### src/rtl/mult_product_accumulator.sv
// Accumulates COUNT 4-bit multiplier products into an ACC_W-bit result behind valid/ready handshakes.
// Define MULT_ACC_SAT_EN to saturate the sum at all-ones on carry-out instead of wrapping.
module mult_product_accumulator #(
  parameter int unsigned ACC_W = 8,
  parameter int unsigned COUNT = 4
) (
  input  logic             clk,
  input  logic             rst_n,
  input  logic             P0,
  input  logic             P1,
  input  logic             P2,
  input  logic             P3,
  input  logic             in_valid,
  output logic             in_ready,
  input  logic             flush,
  output logic             out_valid,
  input  logic             out_ready,
  output logic [ACC_W-1:0] sum,
  output logic [7:0]       cnt,
  output logic             ovf
);

  typedef enum logic [1:0] {StIdle, StAcc, StDone} state_e;

  state_e             state_q, state_d;
  logic [ACC_W-1:0]   sum_q, sum_d;
  logic [7:0]         cnt_q, cnt_d;
  logic               ovf_q, ovf_d;

  logic [3:0]         product;
  logic [ACC_W:0]     add_full;
  logic [7:0]         cnt_inc;
  logic               accept;
  logic               last;

  assign product  = {P3, P2, P1, P0};
  assign add_full = {1'b0, sum_q} + {{(ACC_W-3){1'b0}}, product};
  assign cnt_inc  = cnt_q + 8'd1;
  assign last     = (cnt_inc == 8'(COUNT));
  assign accept   = in_valid & in_ready;

  always_comb begin
    state_d = state_q;
    sum_d   = sum_q;
    cnt_d   = cnt_q;
    ovf_d   = ovf_q;

    // in_ready is low in StDone, so accepts only happen in StIdle/StAcc
    if (accept) begin
`ifdef MULT_ACC_SAT_EN
      sum_d = add_full[ACC_W] ? '1 : add_full[ACC_W-1:0];
`else
      sum_d = add_full[ACC_W-1:0];
`endif
      cnt_d = cnt_inc;
      ovf_d = ovf_q | add_full[ACC_W];
    end

    unique case (state_q)
      StIdle: begin
        if (accept) state_d = last ? StDone : StAcc;
      end
      StAcc: begin
        if ((accept && last) || flush) state_d = StDone;
      end
      StDone: begin
        if (out_ready) begin
          state_d = StIdle;
          sum_d   = '0;
          cnt_d   = '0;
          ovf_d   = 1'b0;
        end
      end
      default: state_d = StIdle;
    endcase
  end

  always_ff @(posedge clk) begin
    if (!rst_n) begin
      state_q <= StIdle;
      sum_q   <= '0;
      cnt_q   <= '0;
      ovf_q   <= 1'b0;
    end else begin
      state_q <= state_d;
      sum_q   <= sum_d;
      cnt_q   <= cnt_d;
      ovf_q   <= ovf_d;
    end
  end

  assign in_ready  = (state_q != StDone);
  assign out_valid = (state_q == StDone);
  assign sum       = sum_q;
  assign cnt       = cnt_q;
  assign ovf       = ovf_q;

endmodule

### config.mk
export PLATFORM = sky130hd
export DESIGN_NAME = mult_product_accumulator
export DESIGN_NICKNAME = d
export VERILOG_FILES = /design/src/rtl/mult_product_accumulator.sv
export SDC_FILE = /design/constraint.sdc
export NUM_CORES = 1
export LEC_CHECK = 0
export BUFFER_PORTS_ARGS = -buffer_cell sky130_fd_sc_hd__clkbuf_2
export CAP_MARGIN = 5
export CELL_PAD_IN_SITES_DETAIL_PLACEMENT = 0
export CELL_PAD_IN_SITES_GLOBAL_PLACEMENT = 1
export CORE_MARGIN = 1
export CORE_UTILIZATION = 43
export CTS_BUF_LIST = sky130_fd_sc_hd__clkbuf_4 sky130_fd_sc_hd__clkbuf_8
export CTS_CLUSTER_SIZE = 30
export DETAILED_ROUTE_END_ITERATION = 8
export GPL_TIMING_DRIVEN = 0
export PLACE_DENSITY_LB_ADDON = 0.3
export SYNTH_ARGS = -nofsm -noshare
export SYNTH_HDL_FRONTEND = slang
export SYNTH_SLANG_ARGS = --single-unit
### constraint.sdc
create_clock -name clk -period 4.4 [get_ports clk]
set_input_delay 0.44 -clock clk [delete_from_list [all_inputs] [get_ports clk]]
set_output_delay 0.44 -clock clk [all_outputs]
set_load 0.03 [all_outputs]
# Word-level counts from Yosys, hierarchy flattened

Cells that the tools add are included.

Output and inout bits: 19
Bits in registers: 19
Input port bits: 9

Equal/unequal tests: 7
Reduce and logical (&&, ||, !) cells: 4
Mux-type cells: 14
$add $sub $neg: 2
Bitwise gates (word level): 2

Operators with widths:

| cell                                                 | count |
|---|---|
| two-way mux 8 bit                                    | 6 |
| adder 8 x 4 -> 9 bit                                 | 1 |
| adder 8 x 1 -> 8 bit (second input constant)         | 1 |
| equality test 8 x 3 -> 1 bit (second input constant) | 1 |
| two-way mux 2 bit                                    | 4 |
| != test 2 bit (second input constant)                | 3 |
| one-hot mux 2 bit (3 select lines)                   | 1 |
| two-way mux 1 bit                                    | 3 |
| AND reduction 3 bit                                  | 1 |
| equality test 2 x 1 -> 1 bit (second input constant) | 1 |
| equality test 2 bit (second input constant)          | 1 |
| logical NOT 2 bit                                    | 1 |
| != test 2 x 1 -> 1 bit (second input constant)       | 1 |
| bitwise AND 1 bit                                    | 1 |
| logical AND 1 bit                                    | 1 |
| logical OR 1 bit                                     | 1 |
| bitwise OR 1 bit                                     | 1 |

# Longest topological paths before layout

Depth after elaboration: 6
Mapped depth: 6
Mapped depth without buffers: 6

# Worst setup path after synthesis

Ideal clock, no wire load.

Kind: register to register
From: register sum_q[0], in the netlist sum[0]
To: register ovf_q, in the netlist ovf
Arrival time: 1.708 ns
Setup slack: 2.577 ns
Period minus slack after synthesis: 1.823 ns
Setup time: 0.115 ns
Stages on the path, launching flop included: 7
Path through: dfxtp_1 > ha_1 > fa_1 > a21o_1 > a21oi_1 > nor4b_1 > o21ba_2

Cells in the longest elaborated chain, start to end: 5

RTL lines:

| what                   | line | source |
|---|---|---|
| start, declared        | 26   | `logic [ACC_W-1:0] sum_q, sum_d;` |
| start signal, assigned | 86   | `sum_q <= sum_d;` |
| adder 8 x 4 -> 9 bit * | 37   | `assign add_full = {1'b0, sum_q} + {{(ACC_W-3){1'b0}}, product};` |
| bitwise OR 1 bit *     | 56   | `ovf_d = ovf_q \| add_full[ACC_W];` |
| two-way mux 1 bit *    | 49   | `if (accept) begin` |
| two-way mux 1 bit      | 67   | `if (out_ready) begin` |
| two-way mux 1 bit *    | 59   | `unique case (state_q)` |
| end signal, assigned   | 88   | `ovf_q <= ovf_d;` |
| end, declared          | 28   | `logic ovf_q, ovf_d;` |

Every way passes the cells marked *; elsewhere a longest branch is shown, timed or not.
A chain may end at the register's enable or synchronous reset.

# Final worst setup path

Same ends and word-level chain as after synthesis.

==> impl_metrics.tcl <==
set metrics [dict create \
    setup_violations 0 \
    outcome "finished, final reports clean" \
    yosysTopAreaCellShare_pct 34.98 \
    cts_resized 0 \
    synth.avg_cell_area_um2 8.768 \
    synth_nets 140 \
    layout.area.seq_um2 380.4 \
    antenna_found_initial 0 \
    slowest_stage "fa_1" \
    endpoint_kind "flop" \
    coreArea_um2 2297 \
    synth-seq-cells 19 \
    dieArea_um2 2734 \
    postCtsHoldBufs 0 \
    cts_tree "built" \
    drtAntennaViolNets 0 \
    dp_hpwl_mm 1.691 \
    arrival_ps 2080 \
    yosysUniqueCellTypes 38 \
    worst-path-buf-inv 0 \
    yosysSeqAreaShare_pct 34.98 \
    drv_cap 0 \
    nNetsFinal 172 \
    worstPathMaxFanout 5 \
    rsz0062_at_grt "no" \
    required_ps 4610 \
    first_pass_iters 4 \
    grt_overflow 0 \
    fin_skew_ps 5.736 \
    initial_core_util_pct 47.33 \
    area_growth_pct 18.18 \
    fin_crit_sh_pct 42.52 \
    cts_made_buffers 3 \
    grt_use_total_pct 19.27 \
    multi_input_area_um2 674.4 \
    die_height_um 52.29 \
    hold-worst-slack_ps 378.6 \
    grt_pass1_vias 926 \
    insertion_delay_ps 300 \
    drc 0 \
    tns_ps 0 \
    path_clk_slew_ps 110 \
    grt_max_degree 12 \
    slew_headroom_pct 76.75 \
    netlist_instances 124 \
    crit_type "reg2reg" \
    yosys.area.top_type "dfxtp_1" \
    cts_setup_buffers 0 \
    leakage_nw 0.5707 \
    hold_violations 0 \
    gp_congestion 0.7834 \
    worst_setup_path_start_kind "flop" \
    portBuffers 27 \
    diodes 0 \
    drive_above_1_share_pct 25.81 \
    via_per_inst 5.393 \
    htreeDepth 1 \
    synth_area_um2 1087 \
    die_w_um 52.29 \
    routed_wl_mm 2.271 \
    synthFlopType "dfxtp_1" \
    worst_slew_pin_slew_ps 346.7 \
    wl_per_cell_um 12.41 \
    ios 28 \
    via_count 987 \
    clkSinkCount 19 \
    drtIter0Drc 22 \
    fmax_ghz 0.5345 \
    ys_async_sr_fraction_pct 0 \
    grt_pass1_wl_mm 3.946 \
    crit_family "compound AO/OA/AOI/OAI gates" \
    max_stage_delay_ps 420 \
    yosysWarnings 0 \
    clockRootBuffer "clkbuf_4" \
    cts.path.max_buffers 2 \
    fillCellCount 240 \
    synth_edf_count 0 \
    peakVddDrop_v 0.0001770 \
    synth.area.top_cells "dfxtp_1, ha_1, xor2_1" \
    layout_min_cycle_time_ps 1871 \
    drv_slew 0 \
    hp-class "in2reg" \
    p_per_area_nw_per_um2 278.4 \
    rows 17 \
    cp_cell_sequence "ha_1 -> fa_1 -> a21o_1 -> a21oi_1 -> nor4b_1 -> o21ba_2" \
]
==> layer usage <==
layer | up-vias | track usage [%] | share of wire, % | wire [µm]
met2 | 18 | 32.28 | 45 | 1018
met4 | 0 | 7.895 | 0.88 | 20
met1 | 456 | 24.56 | 51 | 1155
met3 | 4 | 2.609 | 3.4 | 77
met5 | - | 0 | 0 | 0
li1 | 509 | - | - | -
==> sequential cells by signal, summed over array words and instances (netlist names) <==
register  cells
sum           8
ovf           1
cnt           8
state_q       2
==> area by class of cell <==
class	instances	share of cell area [%]
flip-flops and latches	19	29.60
inverters	2	0.5842
plain buffers	4	1.947
multi-input cells	99	52.48
clock inverters	1	0.3895
repair buffers	27	10.52
clock buffers	3	1.753
well taps	28	2.726
==> layout by cell type (no fill, tap or decap), types with 2 or more instances in the layout <==
master    synthesis  final
ha_1              6      6
o21ai_0           5      5
a21o_1            2      2
buf_2             2      2
clkbuf_4          0      3
inv_1             2      2
or3_1             3      3
o21ba_2           2      2
nor2_1           13     13
nand3_1           6      6
xor2_1            6      6
nand2_1          12     12
clkbuf_2          0     27
nand4_1           4      4
and3_1            3      3
and2_1            2      2
xnor2_1           4      4
a21oi_1           9      9
a211oi_1          4      4
dfxtp_1          19     19
==> synthesized netlist by cell type (2+ instances only) <==
cell      count
nand3_1       6
xnor2_1       4
o21ai_0       5
and2_1        2
and3_1        3
o21ba_2       2
nand4_1       4
buf_2         2
dfxtp_1      19
a21oi_1       9
a21o_1        2
nor2_1       13
or3_1         3
inv_1         2
xor2_1        6
a211oi_1      4
ha_1          6
nand2_1      12
==> logic make-up (layout without fill, tap and decap cells) <==
group                      after synthesis  count (layout)  synth area share (%)
DFF                                     19              19                 34.98
and+or+nand+nor                         52              52                 26.47
xor gates and xnor gates                10              10                 8.055
adders and majority gates                7               7                 8.746
buffers and inverters                    6              37                 2.992
AOI/OAI and AO/OA                       29              29                 17.84
muxes                                    1               1                0.9206
==> metrics by stage <==
step | util [%] | area, µm² | worst slack, ps | cells | power [W]
2_1_floorplan | - | 1087 | 2577 | 124 | 0.0002497
3_3_place_gp | 54.74 | 1257 | 2351 | 179 | 0.0002708
3_5_place_dp | 54.74 | 1257 | 2324 | 179 | 0.0002731
4_1_cts | 55.94 | 1285 | 2515 | 183 | 0.0003633
5_1_grt | 55.94 | 1285 | 2402 | 183 | 0.0003803
6_report | 55.94 | 1285 | 2529 | 183 | 0.0003578
==> path summary, 6_finish.rpt <==
path,endpoint,startpoint,cells past startpoint,slack (ps)
max reg2reg,ovf,sum[0],6,2530
max,ovf,sum[0],6,2530
min reg2reg,sum[0],sum[0],2,490
min,state_q[1],rst_n,2,380
==> where the power goes <==
part | switching (W) | internal (W)
combinational | 0.0000475 | 0.0000304
sequential | 0.0000108 | 0.000180
clock | 0.0000552 | 0.0000339
No activity file was read; power rests on OpenSTA's default activity.
